===== config.mk =====
export PLATFORM = sky130hd
export DESIGN_NAME = branch_predictor_flat
export DESIGN_NICKNAME = d
export VERILOG_FILES = /design/src/rtl/branch_predictor_if.sv /design/src/rtl/branch_predictor.sv /design/src/flat_wrapper.sv
export SDC_FILE = /design/constraint.sdc
export NUM_CORES = 2
export LEC_CHECK = 0
export CORE_UTILIZATION = 30
export CTS_CLUSTER_SIZE = 20
export DETAILED_ROUTE_END_ITERATION = 8
export HOLD_SLACK_MARGIN = 0.03
export SLEW_MARGIN = 10
export SYNTH_ARGS = -nofsm -noshare
export SYNTH_HDL_FRONTEND = slang
export SYNTH_SLANG_ARGS = --single-unit

===== constraint.sdc =====
create_clock -name clk -period 58.1 [get_ports clk]
set_input_delay 17.43 -clock clk [delete_from_list [all_inputs] [get_ports clk]]
set_output_delay 17.43 -clock clk [all_outputs]
set_load 0.02 [all_outputs]

===== src/rtl/branch_predictor_if.sv =====
// Fetch/execute-facing bundle of the branch predictor: lookup, resolve,
// flush and the statistics readout.
interface branch_predictor_if #(
    parameter int XLEN      = 32,
    parameter int STAT_BITS = 16
);
    logic [XLEN-1:0]      lookup_pc;
    logic                 pred_hit;
    logic                 pred_taken;
    logic [XLEN-1:0]      pred_target;
    logic                 resolve_valid;
    logic [XLEN-1:0]      resolve_pc;
    logic                 resolve_taken;
    logic [XLEN-1:0]      resolve_target;
    logic                 resolve_pred_taken;
    logic [XLEN-1:0]      resolve_pred_target;
    logic                 flush;
    logic                 mispredict;
    logic [STAT_BITS-1:0] branch_count;
    logic [STAT_BITS-1:0] mispredict_count;

    modport master (
        output lookup_pc, resolve_valid, resolve_pc, resolve_taken,
               resolve_target, resolve_pred_taken, resolve_pred_target, flush,
        input  pred_hit, pred_taken, pred_target, mispredict,
               branch_count, mispredict_count
    );

    modport slave (
        input  lookup_pc, resolve_valid, resolve_pc, resolve_taken,
               resolve_target, resolve_pred_taken, resolve_pred_target, flush,
        output pred_hit, pred_taken, pred_target, mispredict,
               branch_count, mispredict_count
    );
endinterface


===== src/rtl/branch_predictor.sv =====
// Direct-mapped branch target buffer with per-entry saturating direction
// counters and saturating branch/mispredict statistics.
module branch_predictor #(
    parameter int ENTRIES      = 16,
    parameter int COUNTER_BITS = 2,
    parameter int XLEN         = 32,
    parameter int STAT_BITS    = 16
) (
    input  logic              clk,
    input  logic              reset,
    branch_predictor_if.slave bp
);
    localparam int IDX  = $clog2(ENTRIES);
    localparam int TAGW = XLEN - IDX - 2;

    typedef logic [COUNTER_BITS-1:0] ctr_t;

    localparam ctr_t CMAX = '1;
    localparam ctr_t WT   = ctr_t'(1 << (COUNTER_BITS - 1));
    localparam ctr_t WNT  = ctr_t'((1 << (COUNTER_BITS - 1)) - 1);

    logic [ENTRIES-1:0]   valid_q;
    logic [TAGW-1:0]      tag_q    [ENTRIES];
    logic [XLEN-1:0]      target_q [ENTRIES];
    ctr_t                 ctr_q    [ENTRIES];
    logic [STAT_BITS-1:0] branch_count_q;
    logic [STAT_BITS-1:0] mispredict_count_q;

    logic [IDX-1:0]  lk_idx;
    logic [TAGW-1:0] lk_tag;
    logic [1:0]      unused_lk_lo;
    logic [IDX-1:0]  rs_idx;
    logic [TAGW-1:0] rs_tag;
    logic [1:0]      unused_rs_lo;
    logic            lk_hit;
    logic            lk_taken;
    logic            rs_hit;
    logic            mispredict;

    assign {lk_tag, lk_idx, unused_lk_lo} = bp.lookup_pc;
    assign {rs_tag, rs_idx, unused_rs_lo} = bp.resolve_pc;

    // Lookup reads only registered table state, so a resolve in flight is not bypassed.
    always_comb begin
        lk_hit   = valid_q[lk_idx] && (tag_q[lk_idx] == lk_tag);
        lk_taken = lk_hit && ctr_q[lk_idx][COUNTER_BITS-1];
        rs_hit   = valid_q[rs_idx] && (tag_q[rs_idx] == rs_tag);
        mispredict = bp.resolve_valid &&
                     ((bp.resolve_taken != bp.resolve_pred_taken) ||
                      (bp.resolve_taken && (bp.resolve_target != bp.resolve_pred_target)));
    end

    assign bp.pred_hit         = lk_hit;
    assign bp.pred_taken       = lk_taken;
    assign bp.pred_target      = lk_taken ? target_q[lk_idx] : bp.lookup_pc + XLEN'(4);
    assign bp.mispredict       = mispredict;
    assign bp.branch_count     = branch_count_q;
    assign bp.mispredict_count = mispredict_count_q;

    // Table update; a flush in the same cycle suppresses any entry write.
    always_ff @(posedge clk or posedge reset) begin
        if (reset) begin
            valid_q <= '0;
            for (int i = 0; i < ENTRIES; i++) begin
                tag_q[i]    <= '0;
                target_q[i] <= '0;
                ctr_q[i]    <= WNT;
            end
        end else if (bp.flush) begin
            valid_q <= '0;
        end else if (bp.resolve_valid) begin
            if (rs_hit) begin
                if (bp.resolve_taken) begin
                    target_q[rs_idx] <= bp.resolve_target;
                    if (ctr_q[rs_idx] != CMAX) begin
                        ctr_q[rs_idx] <= ctr_q[rs_idx] + 1'b1;
                    end
                end else if (ctr_q[rs_idx] != '0) begin
                    ctr_q[rs_idx] <= ctr_q[rs_idx] - 1'b1;
                end
            end else if (bp.resolve_taken) begin
                valid_q[rs_idx]  <= 1'b1;
                tag_q[rs_idx]    <= rs_tag;
                target_q[rs_idx] <= bp.resolve_target;
                ctr_q[rs_idx]    <= WT;
            end
        end
    end

    // Statistics keep counting through flushes and stick at all-ones.
    always_ff @(posedge clk or posedge reset) begin
        if (reset) begin
            branch_count_q     <= '0;
            mispredict_count_q <= '0;
        end else begin
            if (bp.resolve_valid && (branch_count_q != '1)) begin
                branch_count_q <= branch_count_q + 1'b1;
            end
            if (mispredict && (mispredict_count_q != '1)) begin
                mispredict_count_q <= mispredict_count_q + 1'b1;
            end
        end
    end
endmodule

===== src/flat_wrapper.sv =====
// flat-port wrapper written by rule: the top's interface ports become plain ports
module branch_predictor_flat 
#(
    parameter int ENTRIES      = 16,
    parameter int COUNTER_BITS = 2,
    parameter int XLEN         = 32,
    parameter int STAT_BITS    = 16
)
  (clk, reset, bp_lookup_pc, bp_resolve_valid, bp_resolve_pc, bp_resolve_taken, bp_resolve_target, bp_resolve_pred_taken, bp_resolve_pred_target, bp_flush, bp_pred_hit, bp_pred_taken, bp_pred_target, bp_mispredict, bp_branch_count, bp_mispredict_count);
  branch_predictor_if #(.XLEN(XLEN), .STAT_BITS(STAT_BITS)) bp_i ();
  input  logic clk;
  input  logic reset;
  input wire logic [$bits(bp_i.lookup_pc)-1:0] bp_lookup_pc;
  input wire logic [$bits(bp_i.resolve_valid)-1:0] bp_resolve_valid;
  input wire logic [$bits(bp_i.resolve_pc)-1:0] bp_resolve_pc;
  input wire logic [$bits(bp_i.resolve_taken)-1:0] bp_resolve_taken;
  input wire logic [$bits(bp_i.resolve_target)-1:0] bp_resolve_target;
  input wire logic [$bits(bp_i.resolve_pred_taken)-1:0] bp_resolve_pred_taken;
  input wire logic [$bits(bp_i.resolve_pred_target)-1:0] bp_resolve_pred_target;
  input wire logic [$bits(bp_i.flush)-1:0] bp_flush;
  output wire logic [$bits(bp_i.pred_hit)-1:0] bp_pred_hit;
  output wire logic [$bits(bp_i.pred_taken)-1:0] bp_pred_taken;
  output wire logic [$bits(bp_i.pred_target)-1:0] bp_pred_target;
  output wire logic [$bits(bp_i.mispredict)-1:0] bp_mispredict;
  output wire logic [$bits(bp_i.branch_count)-1:0] bp_branch_count;
  output wire logic [$bits(bp_i.mispredict_count)-1:0] bp_mispredict_count;
  assign bp_i.lookup_pc = bp_lookup_pc;
  assign bp_i.resolve_valid = bp_resolve_valid;
  assign bp_i.resolve_pc = bp_resolve_pc;
  assign bp_i.resolve_taken = bp_resolve_taken;
  assign bp_i.resolve_target = bp_resolve_target;
  assign bp_i.resolve_pred_taken = bp_resolve_pred_taken;
  assign bp_i.resolve_pred_target = bp_resolve_pred_target;
  assign bp_i.flush = bp_flush;
  assign bp_pred_hit = bp_i.pred_hit;
  assign bp_pred_taken = bp_i.pred_taken;
  assign bp_pred_target = bp_i.pred_target;
  assign bp_mispredict = bp_i.mispredict;
  assign bp_branch_count = bp_i.branch_count;
  assign bp_mispredict_count = bp_i.mispredict_count;
  branch_predictor #(.ENTRIES(ENTRIES), .COUNTER_BITS(COUNTER_BITS), .XLEN(XLEN), .STAT_BITS(STAT_BITS)) u_core (.clk(clk), .reset(reset), .bp(bp_i));
endmodule

==> impl_metrics.ini <==
[clock_network]
cts-root-buf = clkbuf_16
htree_levels = 3
clkLatencyLatePin_ns = 0.75
cts_post_setup_buffers_inserted = 0
cts_num_sinks = 1008
cts-hold-fix-buffers = 0
cts_tree = yes
cts-resized-gates = 0
numCtsBuffers = 109
cts_buffer_depth = 3
path_clk_slew_ns = 0.06

[worst_setup_path]
path_class = in -> out
cpMostUsedCell = mux2i_1
timing.rr.start = u_core.tag_q[13]$_DFFE_PP0P_
critPathBufInv = 4
slowest_delay_ns = 0.87
slowest_stage = buf_4
end_kind = output pin
crit_family = buffers and inverters
cp.required_ns = 40.67
cp-start-kind = input port
arrival_ns = 22.73
path_cells = buf_8 > buf_4 > mux4_2 > mux2i_1 > mux2i_1 > xnor2_1 > nand4_1 > nor4_1 > nand4b_1 > nor2_4 > buf_4 > mux2i_1 > clkdlybuf4s50_1
critical_path.startpoint = bp_lookup_pc[2]
worstPathMaxFanout = 64

[min_path]
hp-start = u_core.target_q[193]$_DFFE_PP0P_
min_path_type = reg -> reg

[timing]
worstMarginPinSlew_ns = 1.073
post-route-period-util = 0.6913
layout_min_cycle_time_ns = 40.16
rsz0062_at_grt = false
fmax_mhz = 24.90
relSlewSlack = 0.2645
hold_slack_ns = 0.4726
setup-violations-final = 0
skew_ns = 0.04455
finalSetupTns_ns = 0
hold_viol_final = 0
maxSlewViolCount = 0

[route]
drt_iter0_drc = 2333
vias_per_cell = 5.214
finalWirelength_um = 159200
dr.pass1.iters = 5
wl_per_cell_um = 25.27
ant_nets = 0
drc = 0
vias = 32850

[die]
core_area_mm2 = 0.1715
fp.dieW_um = 417.5
num_io_pins = 201
rows = 152
initial_core_util = 0.3019
die_h_um = 417.5
die_area_mm2 = 0.1743

[synth]
synth_mux_area_frac = 0.3639
ys_warn_count = 0
synth_flop_cell = dfrtp_1
syn_area_mm2 = 0.05179
yosys.area.top_type = dfrtp_1
synthAdderAreaFrac = 0.001208
async_reset_ff_frac = 1.000
synth_cell_type_count = 60
synthSimpleGateAreaFrac = 0.07033
synth_edf_count = 0
synthXorXnorAreaFrac = 0.02452
synth_top_cell_area_share = 0.4793
synth_top_family_by_area = multiplexers
syn-mean-instance-area_um2 = 13.39
synth_nets = 4007
synth_compound_area_frac = 0.01851
synth_seq_cells = 1008
synth.area.top_cells = dfrtp_1, mux4_2, mux2_2
syn_inst = 3868
yosysSeqAreaShare = 0.4875

[placement]
portBuffers = 198
gp_congestion = 0.8181
dp_hpwl_um = 96100

[power_and_ir_drop]
p_leak_uw = 0.02697
vdd_drop_max_v = 0.00002267
power_density_mw_per_mm2 = 31.94

[cells_and_area]
layout-drive-gt1-share = 0.3236
finalNetCount = 4036
fillers = 16690
areaGrowthSynthToFinish_pct = 15.13

[status]
status = completed

[flow_run]
maxCapViolCount = 0

[global_route]
antenna_found_initial = 14
grt_pass1_wl_um = 237300
first_global_vias = 34100
grt_max_degree = 186
grt_overflow = 0
grt.total_usage = 0.1829
[per-layer routing]
metal | vias to the layer above | part of all wire | GRT usage
li1 | 14060 | - | -
met1 | 17670 | 0.43 | 0.2408
met2 | 853 | 0.49 | 0.3030
met3 | 259 | 0.051 | 0.02999
met4 | 14 | 0.036 | 0.06624
met5 | - | 0.00054 | 0
[logic make-up (layout without fill, tap and decap cells)]
group / Yosys count / in the layout
muxes: 1331 / 1331
DFF: 1008 / 1008
and+or+nand+nor: 866 / 866
buffers and inverters: 381 / 502
xor gates and xnor gates: 145 / 145
AOI/OAI and AO/OA: 132 / 132
adders and majority gates: 5 / 5
other: 0 / 2
[layout by cell type (no fill, tap or decap), types with 48 or more instances in the layout]
master	n
clkdlybuf4s50_1	191
buf_4	76
mux2_2	609
mux4_2	359
dfrtp_1	992
nand2_1	639
clkbuf_16	109
nor2_1	48
mux2_1	214
xor2_1	72
mux2i_1	149
xnor2_1	73
[state kept, by name, summed over array words and instances (netlist names)]
name and count:
u_core.tag_q 416, u_core.bp.branch_count 16, u_core.ctr_q 32, u_core.valid_q 16, u_core.bp.mispredict_count 16, u_core.target_q 512
[stage by stage]
step / setup WS [ns] / total power, µW / area [µm²] / cells / util
2_1_floorplan: 12.33 / 1070 / 51790 / 3868 / -
3_3_place_gp: 17.86 / 1165 / 55760 / 6095 / 0.3250
3_5_place_dp: 17.77 / 1176 / 55760 / 6095 / 0.3250
4_1_cts: 17.78 / 1923 / 59590 / 6298 / 0.3474
5_1_grt: 17.63 / 1984 / 59620 / 6300 / 0.3476
6_report: 17.94 / 1904 / 59620 / 6301 / 0.3476
[path summary, 6_finish.rpt]
kind | slack, ns | endpoint | depth (start not counted)
setup / recovery | 17.94 | bp_pred_target[2] | 13
setup reg to reg | 52.82 | u_core.tag_q[208]$_DFFE_PP0P_ | 10
max in group asynchronous | 36.55 | u_core.target_q[394]$_DFFE_PP0P_ | 8
hold reg to reg | 0.47 | u_core.target_q[193]$_DFFE_PP0P_ | 2
min in group asynchronous | 17.22 | u_core.bp.branch_count[11]$_DFFE_PP0P_ | 2
hold / removal | 0.47 | u_core.target_q[193]$_DFFE_PP0P_ | 2
[worst min-delay path: stages (launching register included)]
cell	delay [ns]
dfrtp_1	0.34
nand2_1	0.05
nand2_1	0.05
[power by group]
part | total (µW) | internal (µW) | switching [µW] | leakage (µW)
registers | 853 | 794 | 58.7 | 0.0133
logic | 309 | 162 | 147 | 0.0117
clock network | 742 | 436 | 306 | 0.00188
[cells in the mapped netlist (all sizes together) (28+ instances only)]
| cell type | number |
|---|---|
| nor2 | 53 |
| xor2 | 72 |
| nand3 | 28 |
| mux2i | 149 |
| mux2 | 823 |
| dfrtp | 992 |
| mux4 | 359 |
| xnor2 | 73 |
| clkbuf | 196 |
| nand2 | 651 |
| buf | 162 |
| nand4 | 28 |
[final cells by class]
type / count / area (µm²) / area share
multi-input combinational: 2479 / 24920 / 0.4180
clock buffer: 152 / 3059 / 0.05131
tap: 2310 / 2890 / 0.04848
clock inverter: 51 / 772.0 / 0.01295
sequential: 1008 / 25240 / 0.4234
timing repair buffer: 276 / 2636 / 0.04422
antenna: 2 / 5.005 / 0.00008394
inverter: 23 / 93.84 / 0.001574
Note: power is estimated with default switching activity, not from simulation.
